<file path="config.mk">
export PLATFORM = sky130hd
export DESIGN_NAME = mem_port_arbiter
export DESIGN_NICKNAME = d
export VERILOG_FILES = /design/src/rtl/mem_port_arbiter.sv
export SDC_FILE = /design/constraint.sdc
export NUM_CORES = 1
export LEC_CHECK = 0
export CAP_MARGIN = 20
export CELL_PAD_IN_SITES_DETAIL_PLACEMENT = 0
export CELL_PAD_IN_SITES_GLOBAL_PLACEMENT = 1
export CORE_AREA = 3 3 141 143
export DETAILED_ROUTE_END_ITERATION = 12
export DIE_AREA = 0 0 144 146
export PLACE_DENSITY = 0.85
export RECOVER_POWER = 100
export SYNTH_ARGS = -nofsm -noshare
export SYNTH_HDL_FRONTEND = slang
export SYNTH_SLANG_ARGS = --single-unit
</file>
<file path="constraint.sdc">
create_clock -name clk -period 2.5 [get_ports clk]
set_input_delay 0.375 -clock clk [delete_from_list [all_inputs] [get_ports clk]]
set_output_delay 0.375 -clock clk [all_outputs]
set_load 0.01 [all_outputs]
</file>
<file path="src/rtl/mem_port_arbiter.sv">
// Round-robin arbiter sharing one single-ported memory between instruction fetch (I)
// and data access (D). One transaction in flight at a time, with a response timeout.
module mem_port_arbiter #(
   parameter int WORD     = 32,
   parameter int ADDR_LEN = 32,
   parameter int TIMEOUT  = 16
) (
   input  logic                clk,
   input  logic                reset,

   input  logic                if_req_valid,
   input  logic [ADDR_LEN-1:0] if_req_addr,
   output logic                if_req_ready,
   output logic                if_resp_valid,
   output logic [WORD-1:0]     if_resp_data,
   output logic                if_resp_err,

   input  logic                d_req_valid,
   input  logic                d_req_we,
   input  logic [ADDR_LEN-1:0] d_req_addr,
   input  logic [WORD-1:0]     d_req_wdata,
   output logic                d_req_ready,
   output logic                d_resp_valid,
   output logic [WORD-1:0]     d_resp_data,
   output logic                d_resp_err,

   output logic                mem_req_valid,
   output logic                mem_req_we,
   output logic [ADDR_LEN-1:0] mem_req_addr,
   output logic [WORD-1:0]     mem_req_wdata,
   input  logic                mem_req_ready,
   input  logic                mem_resp_valid,
   input  logic [WORD-1:0]     mem_resp_data,

   output logic                busy
);

   localparam int CNT_W = (TIMEOUT == 0) ? 1 : $clog2(TIMEOUT + 1);

   localparam logic [1:0] IDLE  = 2'd0;
   localparam logic [1:0] ISSUE = 2'd1;
   localparam logic [1:0] WAIT  = 2'd2;

   localparam logic OWN_I = 1'b0;
   localparam logic OWN_D = 1'b1;

   localparam logic [CNT_W-1:0] CNT_MAX  = '1;
   localparam logic [CNT_W-1:0] CNT_LAST = (TIMEOUT == 0) ? '0 : CNT_W'(TIMEOUT - 1);
   localparam bit               TO_EN    = (TIMEOUT != 0);

   logic [1:0]          r_state;
   logic                r_lastGrant;
   logic                r_owner;
   logic                r_we;
   logic [ADDR_LEN-1:0] r_addr;
   logic [WORD-1:0]     r_wdata;
   logic [CNT_W-1:0]    r_cnt;

   logic                r_ifRespValid;
   logic                r_ifRespErr;
   logic [WORD-1:0]     r_ifRespData;
   logic                r_dRespValid;
   logic                r_dRespErr;
   logic [WORD-1:0]     r_dRespData;

   logic                w_grantI;
   logic                w_grantD;
   logic                w_idle;
   logic                w_accept;
   logic                w_timeoutHit;
   logic                w_finish;
   logic [WORD-1:0]     w_respData;

   // On a tie the port that did not win last time gets the grant.
   always_comb begin
      w_grantD = d_req_valid & (~if_req_valid | (r_lastGrant == OWN_I));
      w_grantI = if_req_valid & ~w_grantD;
   end

   // Readies are gated by reset so they stay low while reset is held.
   assign w_idle       = reset & (r_state == IDLE);
   assign if_req_ready = w_idle & w_grantI;
   assign d_req_ready  = w_idle & w_grantD;
   assign w_accept     = if_req_ready | d_req_ready;

   assign w_timeoutHit = TO_EN && (r_cnt == CNT_LAST);
   assign w_finish     = (r_state == WAIT) && (mem_resp_valid || w_timeoutHit);
   assign w_respData   = (mem_resp_valid && !r_we) ? mem_resp_data : '0;

   always_ff @(posedge clk or negedge reset) begin
      if (!reset) begin
         r_state     <= IDLE;
         r_lastGrant <= OWN_D;
         r_owner     <= OWN_I;
         r_we        <= 1'b0;
         r_addr      <= '0;
         r_wdata     <= '0;
      end else begin
         case (r_state)
            IDLE: begin
               if (w_accept) begin
                  r_owner     <= w_grantD ? OWN_D : OWN_I;
                  r_lastGrant <= w_grantD ? OWN_D : OWN_I;
                  r_we        <= w_grantD & d_req_we;
                  r_addr      <= w_grantD ? d_req_addr : if_req_addr;
                  r_wdata     <= w_grantD ? d_req_wdata : '0;
                  r_state     <= ISSUE;
               end
            end
            ISSUE: begin
               if (mem_req_ready) begin
                  r_state <= WAIT;
               end
            end
            WAIT: begin
               if (w_finish) begin
                  r_state <= IDLE;
               end
            end
            default: r_state <= IDLE;
         endcase
      end
   end

   // Counter saturates rather than wrapping so a disabled timeout never fires.
   always_ff @(posedge clk or negedge reset) begin
      if (!reset) begin
         r_cnt <= '0;
      end else if (r_state == ISSUE) begin
         r_cnt <= '0;
      end else if (r_state == WAIT && r_cnt != CNT_MAX) begin
         r_cnt <= r_cnt + 1'b1;
      end
   end

   // A memory response wins over a timeout firing in the same cycle.
   always_ff @(posedge clk or negedge reset) begin
      if (!reset) begin
         r_ifRespValid <= 1'b0;
         r_ifRespErr   <= 1'b0;
         r_ifRespData  <= '0;
         r_dRespValid  <= 1'b0;
         r_dRespErr    <= 1'b0;
         r_dRespData   <= '0;
      end else begin
         r_ifRespValid <= 1'b0;
         r_ifRespErr   <= 1'b0;
         r_dRespValid  <= 1'b0;
         r_dRespErr    <= 1'b0;
         if (w_finish) begin
            if (r_owner == OWN_D) begin
               r_dRespValid <= 1'b1;
               r_dRespErr   <= ~mem_resp_valid;
               r_dRespData  <= w_respData;
            end else begin
               r_ifRespValid <= 1'b1;
               r_ifRespErr   <= ~mem_resp_valid;
               r_ifRespData  <= w_respData;
            end
         end
      end
   end

   assign mem_req_valid = (r_state == ISSUE);
   assign mem_req_we    = r_we;
   assign mem_req_addr  = r_addr;
   assign mem_req_wdata = r_wdata;

   assign if_resp_valid = r_ifRespValid;
   assign if_resp_err   = r_ifRespErr;
   assign if_resp_data  = r_ifRespData;
   assign d_resp_valid  = r_dRespValid;
   assign d_resp_err    = r_dRespErr;
   assign d_resp_data   = r_dRespData;

   assign busy = (r_state != IDLE);

endmodule

</file>
==> impl_summary.md, run 1 <==
Outcome
The flow ran to the end, and the final reports show no timing, DRC or antenna violations.

Global routing
The total track usage is 0.162. In this run the most used layer during global routing was met2. The met1 routing resource usage after global routing is 0.220.

The global-route wire length before repair is roughly 27000 um. Entering global routing, the biggest net connects 100 pins. The number of global-route vias before repair is between 4000 and 5000. The number of antenna violations at the first check in global routing is 0. The global-route track usage on met3 is 0.0549.

In the global route stage, met2 resource usage came out at 0.246. The remaining global-route overflow is 0.

STA
The post-layout minimum cycle time is roughly 2.4 ns. The number of max-slew violations in the final report was 0. Setup repair after global routing left no endpoint under its margin. The accumulated negative setup slack is 0 ns. In the finished design, the share of the clock period the worst path needs comes to 0.972. On the final layout, the worst clock skew is 0.00699 ns. The highest clock rate is 0.412 GHz. For the pin with the worst max-slew slack, the measured transition is roughly 1.4 ns. Setup violations remaining at the end of the flow were counted as 0. The worst relative slew slack is 0.0912. The final hold violation count was 0. The smallest setup slack after layout is between 0.07 and 0.08 ns.

Setup path
The required time of the critical path is around 2.1 ns. Together, buffers and inverters on the worst path number 3. Broken down by cell family, the worst path's largest delay share belongs to buffers and inverters. The critical path is of the in2out type. The signal on the critical path passes through dlygate4sd3_1, buf_6, nand4bb_1, nor2_1, clkdlybuf4s50_1.

The kind of end point of the critical path is an output port. The number of cells on the worst reg-to-reg path is 7. The delay of the slowest cell on the worst path is around 0.59 ns.

The cell with the biggest individual delay on the critical path is clkdlybuf4s50_1. The data arrival time at the worst-slack endpoint is about 2.1 ns. In this run the number of cells on the critical path is 5. Along the worst path, the maximum fanout reaches 8. STA classifies the critical path startpoint as an input pin.

Yosys
Ranked by total cell area, the synthesized netlist is headed by dfrtp_1 59%, mux2_2 11%, a22o_1 4.8%, a211oi_1 4.0%, and2_1 3.4%. In this run, synthesis produced a sequential element count of between 100 and 150. When the netlist entered floorplanning its net count stood at 628.

The synthesized design contains 0 enable-type register cells. The share of synthesized registers carrying an async set or reset is 1.00. Synthesis handed over a netlist of between 400 and 500 instances. The largest total area in the synthesized netlist belongs to dfrtp_1. The commonest register cell after synthesis is dfrtp_1.

The portion of synthesized cell area occupied by the leading cell type is 0.589. The number of synthesis warnings is 0. After synthesis, the mean cell area works out to approximately 12 um^2. Synthesis instantiated 37 different standard cells from the library. The fraction of the yosys area taken by sequential cells is 0.593. The netlist area before placement is 5990 um^2.

Die
The width of the die is 144 um. The floorplan step set the die height to 146 um. In this run the core area contains 50 standard-cell rows. After floorplanning, the core was sized to cover between 15000 and 20000 um^2. The initial utilization of the core area, before any placement, comes to 0.320. The overall die area is ~21000 um^2. The count of boundary I/O pins is between 200 and 300.

CTS
The tree built by TritonCTS fans out to between 100 and 150 sinks. CTS built an H-tree with a depth of 4. The cell at the root of the clock tree is clkbuf_16. The number of post-CTS setup repair buffers is 0. The maximum number of buffers from clock root to sink is 2. After clock tree synthesis, the clock-pin slew on the worst setup and hold paths is about 0.060 ns. Counting the buffers created by CTS gives 17. TritonCTS built the clock tree. The worst-skew pair later-pin latency is just over 0.4 ns.

Final layout
The final net count is 896. The number of diodes is 0. The number of standard cells in the final layout excluding fillers is 1005. Of the cells placed in the final design, the portion with a size suffix greater than 1 is 0.149. The top cell types in the final layout, fill and taps aside, are 141 x dfrtp_1, 136 x dlygate4sd3_1, 135 x clkdlybuf4s50_1. The layout overhead on the synthesized area is 59.1%. The number of filler instances in the final layout is roughly 1700. The most common library cell in the layout ignoring fill and taps is dfrtp_1.

Flow run
Across the run, the number of max-cap violations was 0.

Power and ir drop
In this run the power density over the cells is about 1100 nW/um^2. The switching share of power is 0.325. The overall power after layout is roughly 10 mW.

The fraction of power consumed by the clock network is 0.255. The share of total power dissipated in sequential elements is 0.362. The internal portion of total power is ~6.8 mW. The analysis attributes to net switching a power of 3.29 mW. The share of total power dissipated in combinational logic is 0.382.

The leakage power is about 4.4 nW. The worst voltage drop across the vdd grid is 0.540 mV.

Routing
The DRC violation total after the first TritonRoute iteration is between 150 and 200. The total detailed-routing wirelength is roughly 17000 um. The routed via count is 4778. Dividing the detail-routed via count by the number of cells gives around 4.8. The routed wirelength normalized by instance count is ~17 um.

The number of iterations in the first detailed-routing pass is 4. The post-detailed-route count of antenna-violating nets is 0. After detailed routing, the number of remaining DRC violations is 0.

Min path
The path class of the lowest-slack min-delay path is in2async.

Place
The placed cell count is just under 1000. Routability-driven placement finished with a final weighted congestion of approximately 0.75. The half-perimeter wire length after detailed placement is about 12000 um.

The number of buffer cells added on primary ports is around 270. The worst slack at placement is approximately 0.26 ns.
[stage by stage]
step	area, um^2	hold slack (ns)	util
global placement	8970	0.192	0.480
CTS	9580	0.316	0.512
floorplan	5990	0.0794	-
global route	9530	0.323	0.510
detailed placement	8970	0.192	0.480
finish	9530	0.330	0.510
[cells by family (layout without fill, tap and decap cells)]
family,Yosys count,in the layout,share of synthesized area
flip-flops,142,142,0.593
AO/OA/AOI/OAI,110,110,0.129
AND/OR/NAND/NOR,96,96,0.0960
buffers and inverters,75,356,0.0553
multiplexers,64,64,0.120
adder cells (fa/ha/maj),3,3,0.00626
[registers in the layout (all words and copies together), names as in the netlist, 2 cells and up]
name	count
mem_req_wdata	32
mem_req_addr	32
r_state	2
r_cnt	5
d_resp_data	32
if_resp_data	32
[cell type report]
class | count | area (um^2) | area share
Sequential cell | 142 | 3550 | 0.373
Timing Repair Buffer | 285 | 2830 | 0.297
Multi-Input combinational cell | 273 | 2110 | 0.221
Clock buffer | 17 | 425 | 0.0446
Tap cell | 234 | 293 | 0.0307
Clock inverter | 15 | 175 | 0.0184
Inverter | 39 | 146 | 0.0154
[cell usage after synthesis (2+ instances only)]
cell type    n
dfrtp_1    141
mux2_2      61
inv_1       38
a21oi_1     37
nor3_1      34
a22o_1      33
and2_1      33
a211oi_1    32
buf_2       16
clkbuf_1    15
nand2_1      8
buf_6        3
ha_1         3
mux2_1       3
nor2_1       3
nor2b_1      3
o21ai_0      3
o2bb2ai_1    3
buf_4        2
nand3_1      2
[worst reg2reg max path: stages (launching register included)]
cell and delay [ns]:
dfrtp_1 0.42, ha_1 0.24, and3_1 0.22, ha_1 0.20
nor2_1 0.34, nor3_4 0.07, clkbuf_4 0.36, mux2_1 0.41
[power by group through the flow]
stage	clock network [mW]	logic [mW]	registers, mW
detailed placement	0	4.27	3.73
global route	2.76	4.19	3.80
CTS	2.66	4.28	3.72
finish	2.58	3.87	3.67
global placement	0	4.24	3.72
floorplan	0	1.38	4.10
[repair_timing]
| item | 4_1_cts | 5_1_grt |
|---|---|---|
| hold buffers | 1 | 0 |
| setup endpoints to repair | 0 | 1 |
| endpoints found under the hold margin | 3 | 0 |
| gates resized for setup | 0 | 1 |
[worst paths after layout]
kind / startpoint / to / slack (ns)
max: reset / if_req_ready / 0.07
min: reset / mem_req_wdata[8] / 0.33
max reg2reg: r_cnt[0] / if_resp_data[11] / 0.13
min reg2reg: r_lastGrant / r_lastGrant / 0.48
max in group asynchronous: reset / mem_req_wdata[10] / 0.60
min in group clk: r_lastGrant / r_lastGrant / 0.48
[per-layer routing]
metal  routed length, um  part of all wire
met1                7620              0.45
met2                7770              0.45
met3                1510             0.088
met4                 197             0.012
met5                   0                 0
No activity file was read; power rests on OpenSTA's default activity.
==> run 2: changes to the inputs <==
- ABC_AREA: unset -> 1
- CORE_AREA: 3 3 141 143 -> 2 2 145 147
- DIE_AREA: 0 0 144 146 -> 0 0 147 149
- GPL_ROUTABILITY_DRIVEN: unset -> 1
- PLACE_DENSITY: 0.85 -> 0.84
==> run 2 against run 1 <==
Compared with the run above:
- critical path type is now reg2out
- cell area shrank 0.24%
- die area grew 4.2%
- critical endpoint is now d_req_ready
- power grew 2.4%
- clock power shrank 6%
- maximum frequency grew 3.5%
- wire length grew 9.1%
- global-route usage grew 1.3 points
- largest power group unchanged
- sequential share of layout area grew 0.088 points
- the run now ends with capacitance limit, slew limit left
==> impl_summary.md, run 2 <==
Yosys
The mean instance size in the synthesized netlist was 8.57 um^2 (was 12.2 um^2). The post-synthesis cell count was 705 (was 490). The number of synthesis warnings is 0 (unchanged). The portion of synthesized cell area occupied by the leading cell type is 0.584 (was 0.589). The post-synthesis register bit count is 142 (unchanged).

Most area-consuming cells after synthesis: dfrtp_1 58%, nand2_1 19%, nand3_1 8.4%, o21ai_0 3.3%, o21ai_1 2.6% (was dfrtp_1 59%, mux2_2 11%, a22o_1 4.8%, a211oi_1 4.0%, and2_1 3.4%). The cell type contributing the most total cell area after synthesis is dfrtp_1 (unchanged). The fraction of the yosys area taken by sequential cells is 0.588 (was 0.593).

The number of enable-type register cells in the synthesized netlist is 0 (unchanged). The netlist area before placement is 6040 um^2 (was 5990 um^2). The dominant cell by count in the synthesized netlist was nand2_1 (was dfrtp_1). The share of synthesized registers carrying an async set or reset came to 1.00 (unchanged). The post-synth net total came to 843 (was 628).

The commonest register cell after synthesis is dfrtp_1 (unchanged). Most common library cells after synthesis: 305 x nand2_1, 141 x dfrtp_1, 102 x nand3_1 (was 141 x dfrtp_1, 61 x mux2_2, 38 x inv_1). The distinct cell type count after synthesis is 23 (was 37).

Setup path
The end of the worst register-to-register path was mem_req_wdata[14] (was if_resp_data[11]). The kind of end point of the critical path is an output port (unchanged). The reg-to-reg startpoint is r_state[0] (was r_cnt[0]). The data arrival time at the worst-slack endpoint is 1.97 ns (was 2.05 ns). The cell with the biggest individual delay on the critical path is dlygate4sd3_1 (was clkdlybuf4s50_1).

The critical path class is reg2out (was in2out). The destination of the critical timing path is d_req_ready (was if_req_ready). Among the stages of the critical path, the cell type that occurs most often is nor2_2. The largest fanout on the critical path is 3 (was 8).

The required time of the critical path is 2.12 ns (about the same). The sort of element at the start of the critical path is a register (was input pin). Critical-path cell list: nor2_2, nand2_1, nor2_2, dlygate4sd3_1 (was dlygate4sd3_1, buf_6, nand4bb_1, nor2_1, clkdlybuf4s50_1). The logic depth of the worst register-to-register path was 5 (was 7). The worst setup path startpoint was r_state[0] (was reset). The slack of the worst reg-to-reg path is 0.31 ns (was 0.13 ns). The delay of the slowest cell on the worst path is 0.63 ns (was 0.59 ns).

Die
The placeable core region is 20600 um^2 (was 18700 um^2). The initial standard-cell utilization of the core is 0.294 (was 0.320). The width of the die is 147 um (was 144 um).

The vertical die dimension came to 149 um (was 146 um). The overall die area came to 21900 um^2 (was 21000 um^2). The row count is 53 (was 50). The count of boundary I/O pins was 272 (unchanged).

Place
The cell area after placement was 8970 um^2 (about the same). The global placement routability congestion is 0.768 (was 0.750). The placed cell count is 1215 (was 972). The half-perimeter wire length after detailed placement was 12800 um (was 12000 um). The number of buffer cells added on primary ports is 271 (unchanged).

CTS
The maximum number of buffers from clock root to sink is 2 (unchanged). The cell at the root of the clock tree is clkbuf_16 (unchanged). The worst-skew pair later-pin latency is 0.42 ns (was 0.41 ns). The deepest level of the CTS H-tree is 4 (unchanged). The number of CTS-inserted buffers is 17 (unchanged). The number of sinks handled by clock tree synthesis is 142 (unchanged). The clock transition at the register clock pins on the worst setup and hold paths after CTS is 0.06 ns (about the same). The CTS tree was built (unchanged). The number of post-CTS setup repair buffers is 0 (unchanged).

Outcome
The final reports fail on capacitance limit, slew limit. Run status: finished with violations (was complete, no violations).

Global routing
The number of global-route vias before repair is 5689 (was 4891). The number of antenna violations at the first check in global routing is 0 (unchanged). The remaining global-route overflow is 0 (unchanged). The total track usage is 0.175 (was 0.162). The largest net degree at the start of global routing is 143 (was 100). The global-route wire length before repair was 30400 um (was 26900 um).

STA
The number of max-slew violations in the final report was 212 (was 0). The highest clock rate was 0.426 GHz (was 0.412 GHz). The number of setup violations in the final report was 0 (unchanged). The post-layout minimum cycle time was 2.35 ns (was 2.43 ns). The worst-margin pin slew was 2.00 ns (was 1.36 ns).

The post-route fraction of the period consumed by the critical path is 0.939 (was 0.972). RSZ-0062 raised after global routing: no (unchanged). The clock skew after layout is 0.0132 ns (was 0.00699 ns).

The final hold violation count was 0 (unchanged). The worst relative slew slack is -0.334 (was 0.0912). The accumulated negative setup slack is 0 ns (unchanged).

Min path
The path class of the lowest-slack min-delay path is reg2reg (was in2async).

Final layout
The number of standard cells in the final layout excluding fillers is 1247 (was 1005). The most common library cell in the layout ignoring fill and taps is nand2_1 (was dfrtp_1). The number of diodes is 0 (unchanged). The layout overhead on the synthesized area is 57.3% (was 59.1%). The final net count is 1097 (was 896). The cell area after layout is 9510 um^2 (was 9530 um^2). The share of cells above drive strength 1 is 0.0607 (was 0.149). Top library cells by usage in the layout, fill and taps aside: 305 x nand2_1, 141 x dfrtp_1, 137 x dlygate4sd3_1 (was 141 x dfrtp_1, 136 x dlygate4sd3_1, 135 x clkdlybuf4s50_1).

Power and ir drop
The combinational power share was 0.397 (was 0.382). The leakage power came to 4.81 nW (was 4.38 nW). The internal portion of total power is 6.62 mW (was 6.83 mW). The worst voltage drop across the vdd grid is 0.782 mV (was 0.540 mV). The switching share of power is 0.362 (was 0.325). The net switching power is 3.75 mW (was 3.29 mW).

The overall power after layout is 10.4 mW (was 10.1 mW). The total power density per cell area is 1090 nW/um^2 (was 1060 nW/um^2). The fraction of power consumed by the clock network is 0.234 (was 0.255). The sequential share of power is 0.369 (was 0.362).

Flow run
The number of max-capacitance violations reported came to 2 (was 0).

Routing
The routed wirelength normalized by instance count is 15.0 um (was 17.0 um). The number of iterations in the first detailed-routing pass is 4 (unchanged). The post-detailed-route count of antenna-violating nets came to 0 (unchanged). The DRC violation total after the first TritonRoute iteration is 222 (was 194). The number of remaining DRC errors was 0 (unchanged). The detailed-route vias per instance came to 4.52 (was 4.75). The routed via count is 5631 (was 4778).

The total detailed-routing wirelength is 18700 um (was 17100 um).
-- run 2: cell types whose count changed in the layout (fill, tap and decap cells not counted), moves of 33 or more --
cell | previous run | this run
nand2_1 | 8 | 305
and2_1 | 33 | 0
a22o_1 | 33 | 0
mux2_2 | 61 | 0
a21oi_1 | 37 | 0
o21ai_0 | 3 | 71
nor3_1 | 34 | 0
nand3_1 | 2 | 101
-- run 2: cell type report --
cell class / count / area (um^2)
inverters: 18 / 67.6
clock inverters: 14 / 123
clock buffers: 18 / 439
well taps: 275 / 344
flip-flops and latches: 142 / 3550
fillers: 2004 / 11000
repair buffers: 282 / 2830
multi-input cells: 498 / 2160
-- run 2: how the worst min path moves through the flow --
| stage | startpoint | to | slack, ns | cells past startpoint |
|---|---|---|---|---|
| final | if_resp_data[2] | if_resp_data[2] | 0.48 | 2 |
| after global placement | if_resp_data[11] | if_resp_data[11] | 0.46 | 2 |
| after floorplan | reset | d_resp_data[0] | 0.08 | 0 |
| after detailed placement | if_resp_data[13] | if_resp_data[13] | 0.47 | 2 |
| after global routing | d_req_wdata[24] | mem_req_wdata[24] | 0.49 | 3 |
| after CTS | reset | mem_req_wdata[31] | 0.19 | 2 |
-- run 2: logic make-up (layout without fill, tap and decap cells) --
kind of cell,count (synthesis),count (layout),synth area share
AO/OA/AOI/OAI,73,73,0.0615
flip-flops,142,142,0.588
AND/OR/NAND/NOR,422,422,0.288
adder cells (fa/ha/maj),3,3,0.00621
buffers and inverters,65,332,0.0567
-- run 2: power groups by stage --
| stage | Combinational (mW) | Sequential [mW] | Clock (mW) |
|---|---|---|---|
| after detailed placement | 4.56 | 3.90 | 0 |
| after floorplan | 1.44 | 4.27 | 0 |
| after CTS | 4.57 | 3.88 | 2.51 |
| after global routing | 4.56 | 3.97 | 2.62 |
| after global placement | 4.51 | 3.87 | 0 |
| final | 4.11 | 3.83 | 2.43 |
-- run 2: stage by stage --
stage	hold WS (ns)	setup WS (ns)	utilization
after floorplan	0.0794	0.871	-
after global placement	0.465	0.378	0.436
after detailed placement	0.474	0.354	0.436
after CTS	0.189	0.0400	0.464
after global routing	0.488	0.0624	0.463
final	0.478	0.152	0.463
-- run 2: critical path, delay by kind of cell (launching register included) --
family | cells | cell delay, ns
buffers and inverters | 1 | 0.63
DFF | 1 | 0.40
and+or+nand+nor | 3 | 0.53
-- run 2: per-layer routing --
layer | vias to the layer above | share of wire | GRT usage
met5 | - | 0 | 0
met4 | 0 | 0.026 | 0.0611
met3 | 24 | 0.10 | 0.0706
met2 | 240 | 0.44 | 0.263
met1 | 2584 | 0.43 | 0.231
li1 | 2783 | - | -
-- run 2: repair_timing --
item	in CTS	in global routing
gates resized for setup	0	1
endpoints found under the setup margin	0	1
hold buffers	0	0
==> run 3: changes to the inputs <==
- ABC_AREA: 1 -> 0
- CORE_AREA: 2 2 145 147 -> 2 2 140 142
- DIE_AREA: 0 0 147 149 -> 0 0 142 144
- PLACE_DENSITY: 0.84 -> 0.85
==> run 3 against run 2 <==
Compared with the run above:
- the run still ends with capacitance limit, slew limit left
- register-to-register slack about the same
- die area is 6.6% lower
- cell area grew 0.63%
- global-route usage shrank 0.78 points
- core utilization increased by 3.9 points
- critical path type unchanged
- critical endpoint unchanged
- largest power group unchanged
- highest routed layer unchanged
==> impl_summary.md, run 3 (same netlist as run 1, synthesis figures left out) <==
Outcome
Violated checks: capacitance limit, slew limit (unchanged). Run status: finished with violations (unchanged).

STA
The final hold violation count is 0 (unchanged). The post-layout minimum cycle time was 2.36 ns (was 2.35 ns). The worst relative slew slack is -0.0146 (was -0.334). The number of max-slew violations in the final report is 29 (was 212).

The clock skew after layout is 0.00778 ns (was 0.0132 ns). RSZ-0062 raised after global routing: no (unchanged). The worst-margin pin slew is 1.52 ns (was 2.00 ns). The smallest setup slack after layout is 0.141 ns (was 0.152 ns). The highest clock rate is 0.424 GHz (was 0.426 GHz). The tightest hold margin is 0.480 ns (was 0.478 ns).

The post-route fraction of the period consumed by the critical path is 0.943 (was 0.939). The accumulated negative setup slack is 0 ns (unchanged). The number of setup violations in the final report was 0 (unchanged).

CTS
The cell at the root of the clock tree is clkbuf_16 (unchanged). The maximum number of buffers from clock root to sink is 2 (unchanged). The number of post-CTS setup repair buffers came to 0 (unchanged).

The number of sinks handled by clock tree synthesis came to 142 (unchanged). The clock transition at the register clock pins on the worst setup and hold paths after CTS is 0.06 ns (about the same). The CTS tree is built (unchanged). The deepest level of the CTS H-tree is 4 (unchanged). The worst-skew pair later-pin latency is 0.41 ns (was 0.42 ns). The number of CTS-inserted buffers is 17 (unchanged).

Routing
The number of iterations in the first detailed-routing pass was 4 (unchanged). The routed wirelength normalized by instance count is 16.7 um (was 15.0 um). The number of remaining DRC errors was 0 (unchanged). The detailed-route vias per instance is 4.82 (was 4.52). The total detailed-routing wirelength came to 16900 um (was 18700 um). The routed via count is 4874 (was 5631). The post-detailed-route count of antenna-violating nets was 0 (unchanged). The DRC violation total after the first TritonRoute iteration is 211 (was 222).

Place
The number of buffer cells added on primary ports came to 271 (unchanged). The cell area after placement is 8990 um^2 (was 8970 um^2). The global placement routability congestion is 0.795 (was 0.768). The worst slack at placement is 0.303 ns (was 0.354 ns). The placed cell count was 979 (was 1215). The half-perimeter wire length after detailed placement was 11800 um (was 12800 um).

Die
The count of boundary I/O pins is 272 (unchanged). The vertical die dimension is 144 um (was 149 um). The width of the die came to 142 um (was 147 um). The row count is 51 (was 53). The initial standard-cell utilization of the core came to 0.314 (was 0.294).

The placeable core region was 19100 um^2 (was 20600 um^2). The overall die area is 20400 um^2 (was 21900 um^2).

Power and ir drop
The sequential share of power is 0.362 (was 0.369). The leakage power is 4.39 nW (was 4.81 nW). The worst voltage drop across the vdd grid is 0.542 mV (was 0.782 mV).

The combinational power share is 0.379 (was 0.397). The switching share of power is 0.314 (was 0.362). The fraction of power consumed by the clock network came to 0.259 (was 0.234).

The overall power after layout was 10.2 mW (was 10.4 mW). The internal portion of total power is 6.96 mW (was 6.62 mW). The net switching power was 3.19 mW (was 3.75 mW). The total power density per cell area is 1060 nW/um^2 (was 1090 nW/um^2).

Final layout
Top library cells by usage in the layout, fill and taps aside: 141 x dfrtp_1, 136 x dlygate4sd3_1, 135 x clkdlybuf4s50_1 (was 305 x nand2_1, 141 x dfrtp_1, 137 x dlygate4sd3_1). The final net count is 899 (was 1097). The most common library cell in the layout ignoring fill and taps is dfrtp_1 (was nand2_1). The number of standard cells in the final layout excluding fillers is 1011 (was 1247). The final standard cell utilization of the core is 0.502 (was 0.463). The cell area after layout is 9570 um^2 (was 9510 um^2).

The number of filler instances in the final layout is 1724 (was 2004). The share of cells above drive strength 1 came to 0.147 (was 0.0607). The layout overhead on the synthesized area was 59.7% (was 57.3%). The number of diodes was 0 (unchanged).

Global routing
The layer carrying the most global-route usage is met2 (unchanged). The number of global-route vias before repair is 5032 (was 5689). The met2 capacity usage during global routing is 0.268 (was 0.263).

The remaining global-route overflow came to 0 (unchanged). The largest net degree at the start of global routing came to 71 (was 143). The total track usage is 0.167 (was 0.175). The global-route track usage on met3 is 0.0609 (was 0.0706). The met1 routing resource usage after global routing is 0.216 (was 0.231).

The global-route wire length before repair was 26700 um (was 30400 um). The number of antenna violations at the first check in global routing is 0 (unchanged).

Setup path
The kind of end point of the critical path is an output port (unchanged). The slack of the worst reg-to-reg path came to 0.32 ns (was 0.31 ns). The largest fanout on the critical path was 5 (was 3).

The critical path class is reg2out (unchanged). The data arrival time at the worst-slack endpoint is 1.98 ns (was 1.97 ns). The sort of element at the start of the critical path is a register (unchanged). The required time of the critical path is 2.12 ns (about the same).

Flow run
The number of max-capacitance violations reported was 1 (was 2).

Min path
The path class of the lowest-slack min-delay path is reg2reg (unchanged).
run 3: cell count changes in the layout (fill, tap and decap cells not counted), sizes merged, moves of 5 or more:
cell and change:
a211oi +32, a21oi +36, a22o +33, and2 +33
buf +5, inv +15, mux2 +64, nand2 -300
nand3 -101, nor2 -6, nor3 +35, o21ai -68
run 3: critical path: stages, from the launching register on:
cell	delay, ns
dfrtp_1	0.45
nor2_1	0.23
nand4_1	0.18
inv_1	0.16
clkdlybuf4s50_1	0.56
run 3: layer usage:
| layer | up-vias | wire (um) |
|---|---|---|
| li1 | 2283 | - |
| met1 | 2392 | 7400 |
| met2 | 190 | 8010 |
| met3 | 9 | 1350 |
| met4 | 0 | 155 |
| met5 | - | 0 |
run 3: final cells by class:
type	count	area (um^2)	share of cell area
Timing Repair Buffer	288	2870	0.300
Inverter	39	146	0.0153
Multi-Input combinational cell	273	2090	0.218
Sequential cell	142	3550	0.371
Clock inverter	12	159	0.0166
Tap cell	238	298	0.0311
Clock buffer	19	453	0.0473
run 3: power groups by stage:
stage / Combinational (mW) / Sequential [mW] / Clock [mW]
after floorplan: 1.38 / 4.10 / 0
after global placement: 4.21 / 3.73 / 0
after detailed placement: 4.23 / 3.76 / 0
after CTS: 4.25 / 3.74 / 2.70
after global routing: 4.16 / 3.81 / 2.82
final: 3.84 / 3.68 / 2.63
run 3: path summary, 6_finish.rpt:
kind,endpoint,depth (start not counted),start
min reg2reg,r_lastGrant,2,r_lastGrant
max,d_req_ready,4,r_state[1]
min in group asynchronous,mem_req_wdata[23],3,reset
min,r_lastGrant,2,r_lastGrant
max in group asynchronous,d_resp_data[15],4,reset
max reg2reg,d_resp_data[18],7,r_cnt[0]
run 3: repair_timing:
| action | in CTS | in global routing |
|---|---|---|
| resized for setup | 0 | 1 |
| endpoints found under the setup margin | 0 | 1 |
| hold buffers | 1 | 0 |
| hold endpoints to repair | 27 | 0 |
